<file path="config.mk">
export PLATFORM = sky130hd
export DESIGN_NAME = bus_arbiter4
export DESIGN_NICKNAME = d
export VERILOG_FILES = /design/src/rtl/arb_pkg.sv /design/src/rtl/rr_pick4.sv /design/src/rtl/bus_arbiter4.sv
export SDC_FILE = /design/constraint.sdc
export NUM_CORES = 1
export LEC_CHECK = 0
export BUFFER_PORTS_ARGS = -buffer_cell sky130_fd_sc_hd__buf_2
export CORE_ASPECT_RATIO = 0.6
export CORE_MARGIN = 2
export CORE_UTILIZATION = 25
export DETAILED_ROUTE_END_ITERATION = 16
export PLACE_DENSITY = 0.43
export SLEW_MARGIN = 20
export SYNTH_ARGS = -nofsm -noshare
export SYNTH_HDL_FRONTEND = slang
export SYNTH_SLANG_ARGS = --single-unit
</file>
<file path="constraint.sdc">
create_clock -name clk -period 3.44 [get_ports clk]
set_clock_uncertainty 0.1 [all_clocks]
set_input_delay 0.344 -clock clk [delete_from_list [all_inputs] [get_ports clk]]
set_output_delay 0.344 -clock clk [all_outputs]
set_load 0.02 [all_outputs]
</file>
<file path="src/rtl/arb_pkg.sv">
// Shared types and helpers for the four-way round-robin bus arbiter.
package arb_pkg;

    localparam int NREQ = 4;

    typedef enum logic {
        IDLE,
        GRANT
    } arb_state_t;

    typedef logic [1:0] arb_idx_t;

    // Turn a requester index into the matching one-hot grant vector.
    function automatic logic [NREQ-1:0] idx_to_onehot(input arb_idx_t idx);
        logic [NREQ-1:0] vec;
        vec      = '0;
        vec[idx] = 1'b1;
        return vec;
    endfunction

endpackage

</file>
<file path="src/rtl/rr_pick4.sv">
// Combinational round-robin picker: finds the first asserted request
// scanning upward from the requester just after 'last', wrapping 3 -> 0.
module rr_pick4
    import arb_pkg::*;
(
    input  logic [NREQ-1:0] req,
    input  arb_idx_t        last,
    output arb_idx_t        idx,
    output logic            any
);

    arb_idx_t cand;

    // Scan last+1 .. last+4 (mod 4); the final step lands on 'last' itself,
    // which is why the previous owner ends up with the lowest priority.
    always_comb begin
        idx  = last;
        any  = 1'b0;
        cand = last;
        for (int k = 1; k <= NREQ; k++) begin
            cand = last + arb_idx_t'(k);
            if (!any && req[cand]) begin
                idx = cand;
                any = 1'b1;
            end
        end
    end

endmodule

</file>
<file path="src/rtl/bus_arbiter4.sv">
// Round-robin arbiter sharing one downstream resource among four requesters.
// Grants are held until the resource reports done or the owner withdraws.
// Optional watchdog (macro ARB_TIMEOUT_EN) force-releases a grant held for
// MAX_HOLD cycles and pulses 'timeout' for one cycle.
module bus_arbiter4
    import arb_pkg::*;
#(
    parameter int unsigned MAX_HOLD = 16
) (
    input  logic            clk,
    input  logic            reset_n,
    input  logic [NREQ-1:0] req,
    input  logic            done,
    output logic [NREQ-1:0] gnt,
    output arb_idx_t        sel,
    output logic            gnt_valid,
    output logic            timeout
);

    arb_state_t      state_q, state_d;
    logic [NREQ-1:0] gnt_q, gnt_d;
    arb_idx_t        sel_q, sel_d;
    arb_idx_t        last_q, last_d;
    logic            gnt_valid_q, gnt_valid_d;
    logic            timeout_q, timeout_d;

    arb_idx_t        pick_idx;
    logic            pick_any;
    logic            grant_new;
    logic            release_now;
    logic            expire;

    rr_pick4 u_pick (
        .req  (req),
        .last (last_q),
        .idx  (pick_idx),
        .any  (pick_any)
    );

`ifdef ARB_TIMEOUT_EN
    localparam int CNT_W = (MAX_HOLD > 1) ? $clog2(MAX_HOLD) : 1;

    logic [CNT_W-1:0] hold_cnt_q, hold_cnt_d;

    // Watchdog fires only when it is the sole reason to release: a done or a
    // withdrawal in the same cycle takes the normal path without a pulse.
    assign expire = (state_q == GRANT)
                 && (hold_cnt_q == CNT_W'(MAX_HOLD - 1))
                 && !done
                 && req[sel_q];

    // Hold counter restarts on every new grant and counts grant cycles.
    always_comb begin
        hold_cnt_d = hold_cnt_q;
        if (grant_new) begin
            hold_cnt_d = '0;
        end else if (state_q == GRANT) begin
            hold_cnt_d = hold_cnt_q + CNT_W'(1);
        end
    end

    // Hold counter register.
    always_ff @(posedge clk or negedge reset_n) begin
        if (!reset_n) begin
            hold_cnt_q <= '0;
        end else begin
            hold_cnt_q <= hold_cnt_d;
        end
    end
`else
    logic unused_max_hold;

    assign expire          = 1'b0;
    assign unused_max_hold = (MAX_HOLD == 0);
`endif

    // Next-state logic: pick a new owner from IDLE, or on any release in
    // GRANT hand over directly to the next requester without an idle bubble.
    always_comb begin
        state_d     = state_q;
        gnt_d       = gnt_q;
        sel_d       = sel_q;
        last_d      = last_q;
        grant_new   = 1'b0;
        release_now = 1'b0;
        case (state_q)
            IDLE: begin
                if (pick_any) begin
                    grant_new = 1'b1;
                end
            end
            GRANT: begin
                release_now = done || !req[sel_q] || expire;
                if (release_now) begin
                    if (pick_any) begin
                        grant_new = 1'b1;
                    end else begin
                        state_d = IDLE;
                        gnt_d   = '0;
                    end
                end
            end
        endcase
        if (grant_new) begin
            state_d = GRANT;
            gnt_d   = idx_to_onehot(pick_idx);
            sel_d   = pick_idx;
            last_d  = pick_idx;
        end
        gnt_valid_d = |gnt_d;
        timeout_d   = expire;
    end

    // State and output registers; last starts at 3 so requester 0 wins first.
    always_ff @(posedge clk or negedge reset_n) begin
        if (!reset_n) begin
            state_q     <= IDLE;
            gnt_q       <= '0;
            sel_q       <= '0;
            last_q      <= 2'd3;
            gnt_valid_q <= 1'b0;
            timeout_q   <= 1'b0;
        end else begin
            state_q     <= state_d;
            gnt_q       <= gnt_d;
            sel_q       <= sel_d;
            last_q      <= last_d;
            gnt_valid_q <= gnt_valid_d;
            timeout_q   <= timeout_d;
        end
    end

    assign gnt       = gnt_q;
    assign sel       = sel_q;
    assign gnt_valid = gnt_valid_q;
    assign timeout   = timeout_q;

endmodule

</file>
======== After elaboration in Yosys (flattened, before gate mapping) ========
Cells that the tools add are included.
W data, S select, Z words.
storage, ports and cells
  input bits .............................. 7
  register bits ........................... 10
  logic and storage cells ................. 56
cells by class
  bitwise gates (word level) .............. 1
  order comparisons ....................... 7
  reductions and logical operators ........ 10
  add/sub/neg operators ................... 3
  multiplexer cells ....................... 30
operator list
  operator               number
  $lt A2 B3 Y1 const B   6
  $mux W4                4
  $mux W1                15
  $bmux W1 S2            5
  $mux W2                4
  $add A2 B2 Y2 const B  2
  $logic_and A1 B1 Y1    4
  $logic_not A1 Y1       4
  $reduce_or A4 Y1       1
  $add A2 B1 Y2 const B  1
  $demux W1 S2           1
  $ge A2 B1 Y1 const B   1
  $pmux W1 S2            1
  $logic_or A1 B1 Y1     1
  $not A1 Y1             1

======== Longest topological paths before layout ========
  word-level depth ........................ 19
  gate-level depth with buffers ........... 7

======== Hierarchy ========
Synthesis repeated with hierarchy kept, for this count alone.
second synthesis, totals
  cells, all modules ...................... 44
  area total of the unflattened synthesis .. 525.5 µm²
by module, submodules not included
  module        cells an instance  area an instance (µm²)  seq. area each (µm²)  times used
  bus_arbiter4  30                 442.9                   252.7                 1
  rr_pick4      14                 82.6                    0.0                   1

======== Worst setup path before layout ========
OpenSTA, ideal clock, no wires.
  kind .................................... reg-to-reg
  start point ............................. register sel_q[1], in the netlist sel[1]
  end point ............................... register gnt_q[2], in the netlist gnt[2]
  data required time ...................... 3273 ps
  setup slack ............................. 1712 ps
  arrival time ............................ 1561 ps
  stages on the path, launching flop included .. 5
  library setup time ...................... 67 ps
  buffers on the path ..................... 0
  path through ............................ dfrtp_1 > mux2i_1 > o22ai_2 > a2111oi_4 > a22o_1
between the ends
  longest elaborated chain between the ends .. 7
RTL lines
  element                                 line                 RTL
  start: declaration                      bus_arbiter4.sv:22   arb_idx_t sel_q, sel_d;
  start signal: assignment                bus_arbiter4.sv:126  sel_q <= sel_d;
  $bmux W1 S2 (*)                         bus_arbiter4.sv:93   release_now = done || !req[sel_q] || expire;
  $mux W1 (implied by the code) (*)       bus_arbiter4.sv:93
  $logic_not A1 Y1 (*)                    bus_arbiter4.sv:93
  $logic_or A1 B1 Y1 (*)                  bus_arbiter4.sv:93
  $mux W1 or $mux W4 (tied branches)      bus_arbiter4.sv:94   if (release_now) begin
  $pmux W1 S2 or $mux W4 (tied branches)  bus_arbiter4.sv:86   case (state_q)
  $mux W4 (*)                             bus_arbiter4.sv:104  if (grant_new) begin
  named net gnt_d[2]                      bus_arbiter4.sv:21   logic [NREQ-1:0] gnt_q, gnt_d;
  end signal: assignment                  bus_arbiter4.sv:125  gnt_q <= gnt_d;
  end: declaration                        bus_arbiter4.sv:21
The timed path passes the listed nets; every way through them passes the cells marked *. The select of a mux whose other input is x is not followed.
A chain may end at the register's enable or synchronous reset.

======== Worst setup path after layout ========
  start point ............................. register last_q[0]
  end point ............................... register sel_q[0], in the netlist sel[0]
between the ends
  longest elaborated chain between the ends .. 16
RTL lines
  element                        line                                    RTL
  start: declaration             bus_arbiter4.sv:23                      arb_idx_t last_q, last_d;
  start signal: assignment       bus_arbiter4.sv:127                     last_q <= last_d;
  $add A2 B1 Y2                  rr_pick4.sv:21                          cand = last + arb_idx_t'(k);
  $bmux W1 S2                    rr_pick4.sv:22                          if (!any && req[cand]) begin
  $mux W1 (implied by the code)  rr_pick4.sv:22
  $mux W1                        rr_pick4.sv:22
  $logic_not A1 Y1               rr_pick4.sv:22
  $logic_and A1 B1 Y1            rr_pick4.sv:22
  $mux W1                        rr_pick4.sv:22
  $logic_not A1 Y1               rr_pick4.sv:22
  $logic_and A1 B1 Y1            rr_pick4.sv:22
  $mux W1                        rr_pick4.sv:22
  $logic_not A1 Y1               rr_pick4.sv:22
  $logic_and A1 B1 Y1            rr_pick4.sv:22
  $mux W1                        rr_pick4.sv:22
  $mux W1                        bus_arbiter4.sv:88, bus_arbiter4.sv:95
  $mux W1                        bus_arbiter4.sv:94
  $pmux W1 S2                    bus_arbiter4.sv:86
Several ways; a longest one is shown, not always the timed one. The select of a mux whose other input is x is not followed.

==> results by group <==
Clocking
  – Clock Latency Late Sink: around 240 ps
  – Clock root buffer: clkbuf_8
  – Post-cts sizing count: 0
  – H-tree Lvls: 1
  – CTS buffer count: 3
  – Clock slew at reported path FFs: 50 ps
  – Max clock buf depth: 2
  – TritonCTS clock tree: built
  – Clock sinks: 10

Timing
  – Fmax: 549.3 MHz
  – Tmin final: between 1500 and 2000 ps
  – Headroom to the max-slew limit: 60.38%
  – Slew @ Worst Pin: 590.8 ps
  – Final hold vios: 0
  – Fin. max-slew vios: 0
  – Final setup TNS: 0 ps
  – Crit share post-route: 52.92%
  – RSZ-0062 raised after global routing: false
  – # setup viols final: 0

Synth
  – Seq/Total Area, Yosys: between 40% and 50%
  – FF+latch count, synth: 10
  – YS warnings: 0
  – Post-Syn Instances: 60
  – Mean post-synth cell area: 10.22 µm²
  – Synthesized area: slightly above 600 µm²
  – Synth unique cells: 34
  – Syn_nets: 67

Power and ir drop
  – Int Pwr: a little under 400 µW
  – Switching share of power: ~40%
  – P per Cell Area: 870.9 nW/µm²
  – Combinational power share: 47.1%
  – Clock Power Share: 18.9%
  – Max VDD drop: 241.4 µV
  – Leak: 0.0003414 µW
  – Seq pwr share: between 30% and 40%
  – Sw Pwr: between 200 and 300 µW

Layout
  – Ant. Diodes: 0
  – Final #Nets: 84
  – Multi-input gate area: ~330 µm²
  – Fill cells: 229
  – Final core utilization: 33.84%
  – Share of cells above drive strength 1: between 30% and 40%
  – Register Area: 252.7 µm²
  – P&R area growth vs syn: 23.88%
  – Final instance area: between 700 and 800 µm²

Worst setup path
  – Crit path cell chain: nand2b_1 > o21ai_0 > a211oi_1 > nand2_1 > o21a_1
  – CP max stage delay: 540 ps
  – Highest-delay cell along the critical path: dfstp_2
  – Critical path capture point type: flop
  – Critical path fanouts, max: 5
  – CP required: 3460 ps
  – Crit start category: flop
  – Worst EP arrival: 1840 ps
  – Crit path kind: flop to flop

Placed design
  – Final Wtd Congestion: ~0.76
  – Placement Cell Area: 704.4 µm²
  – IO Port Bufs: 13
  – Post-detail-place hpwl: 1009 µm

Global route
  – GRT Resource Usage Total: 10.91%
  – Vias in the first global route: 503
  – First-pass GRT wire length: about 2200 µm
  – Initial antenna violation count: 0
  – Largest net degree at the start of global routing: 11
  – Total gr overflow: 0

Floorplan
  – Die height: roughly 42 µm
  – Core area: 2245 µm²
  – FP Rows: 13
  – # IOs: 15
  – DIE AREA: 2878 µm²
  – Die width: 67.93 µm
  – Initial core utilization: 27.31%

Outcome
  – Status: finished clean

Detailed routing
  – Via/cell ratio: ~4.5
  – Drt first pass iters: 2
  – DRC violations left: 0
  – Total Routed Length: 1277 µm
  – Via count: between 400 and 500
  – Antenna Violating Nets Remaining: 0
  – Routed length per placed instance: between 10 and 15 µm
  – Drt initial violations: 25

Hold path
  – Worst min path class: primary input to flop

Flow run
  – Max_cap viols: 0
[cell usage after synthesis]
master	instances	share of area, %
dfrtp_1	8	33
a21oi_1	4	3.3
nand2b_1	4	4.1
inv_1	3	1.8
nand2_1	3	1.8
nor2_1	3	1.8
a21o_1	2	2.4
a31oi_1	2	2.0
dfstp_2	2	8.6
mux2i_1	2	3.3
o21a_1	2	2.4
o21ai_0	2	1.6
or2_2	2	2.0
a2111oi_4	1	4.5
a211oi_1	1	1.2
a21boi_2	1	1.8
a22o_1	1	1.4
a32oi_1	1	1.4
buf_4	1	1.2
clkbuf_1	1	0.61
conb_1	1	0.61
inv_4	1	1.0
mux2_2	1	1.8
nand4_1	1	1.0
nor2_2	1	1.0
nor3_4	1	2.7
nor3b_1	1	1.2
nor3b_2	1	2.0
nor4b_1	1	1.4
o211a_1	1	1.6
o21ai_1	1	0.82
o22ai_1	1	1.0
o22ai_2	1	2.0
or2_4	1	1.4
[flip-flops by register name (all words and copies together) (netlist names)]
name	count
sel	2
state_q	1
gnt	4
gnt_valid	1
last_q	2
[cells by family (layout without fill, tap and decap cells)]
group	Yosys count	in the layout	synth area share [%]
flops	10	10	41.22
mux	3	3	5.102
buf+inv	6	22	4.694
simple gates	19	19	20.61
compound gates	21	21	27.75
other cells	1	1	0.6117
[critical path: cells and delay by family (launching register included)]
family / cells / cell delay, ps
compound gates: 3 / 770
flops: 1 / 540
simple gates: 2 / 290
[per-layer routing]
| layer | part of all wire [%] | up-vias | wire, µm | GRT usage, % |
|---|---|---|---|---|
| li1 | - | 249 | - | - |
| met1 | 55 | 218 | 701 | 15.20 |
| met2 | 39 | 9 | 496 | 14.17 |
| met3 | 6.1 | 0 | 78 | 6.452 |
| met4 | 0 | 0 | 0 | 2.400 |
| met5 | 0 | - | 0 | 0 |
[power by group through the flow]
stage               registers (µW)  clock network, µW  logic, µW
finish                         225                125        312
floorplan                      251                  0        206
detailed placement             227                  0        314
global route                   236                138        346
global placement               228                  0        317
CTS                            226                129        316
[worst paths after layout]
path	start	to	slack (ps)	cells past startpoint
max	last_q[0]	sel[0]	1620	5
max in group asynchronous	reset_n	last_q[0]	2580	2
max reg2reg	last_q[0]	sel[0]	1620	5
min in group asynchronous	reset_n	state_q	390	2
min reg2reg	gnt[3]	gnt[3]	420	2
min	req[0]	state_q	350	3
[final cells by class]
| class | count | area share [%] |
|---|---|---|
| Timing Repair Buffer | 14 | 9.885 |
| Multi-Input combinational cell | 44 | 43.66 |
| Sequential cell | 10 | 33.28 |
| Inverter | 4 | 2.306 |
| Tap cell | 30 | 4.942 |
| Clock buffer | 4 | 5.931 |
[timing repair]
action,4_1_cts,5_1_grt
buffers inserted,0,0
hold buffers,1,0
endpoints found under the hold margin,8,0
[through the flow]
| step | worst slack [ps] | power [µW] | hold WS, ps | cells |
|---|---|---|---|---|
| floorplan | 1712 | 456.8 | -51.59 | 60 |
| global placement | 1606 | 545.3 | 118.2 | 101 |
| detailed placement | 1615 | 541.8 | 117.9 | 101 |
| CTS | 1597 | 671.1 | 340.6 | 106 |
| global route | 1447 | 719.7 | 358.0 | 106 |
| finish | 1619 | 661.4 | 348.0 | 106 |
[cells in the final DEF (no fill, tap or decap), types with 2 or more instances in the layout]
cell / instances
a31oi_1: 2
nor2_1: 3
dfstp_2: 2
clkbuf_8: 3
inv_1: 3
nand2b_1: 4
a21oi_1: 4
o21ai_0: 2
nand2_1: 3
or2_2: 2
o21a_1: 2
a21o_1: 2
buf_2: 13
mux2i_1: 2
dfrtp_1: 8
Note: power is estimated with default switching activity, not from simulation.
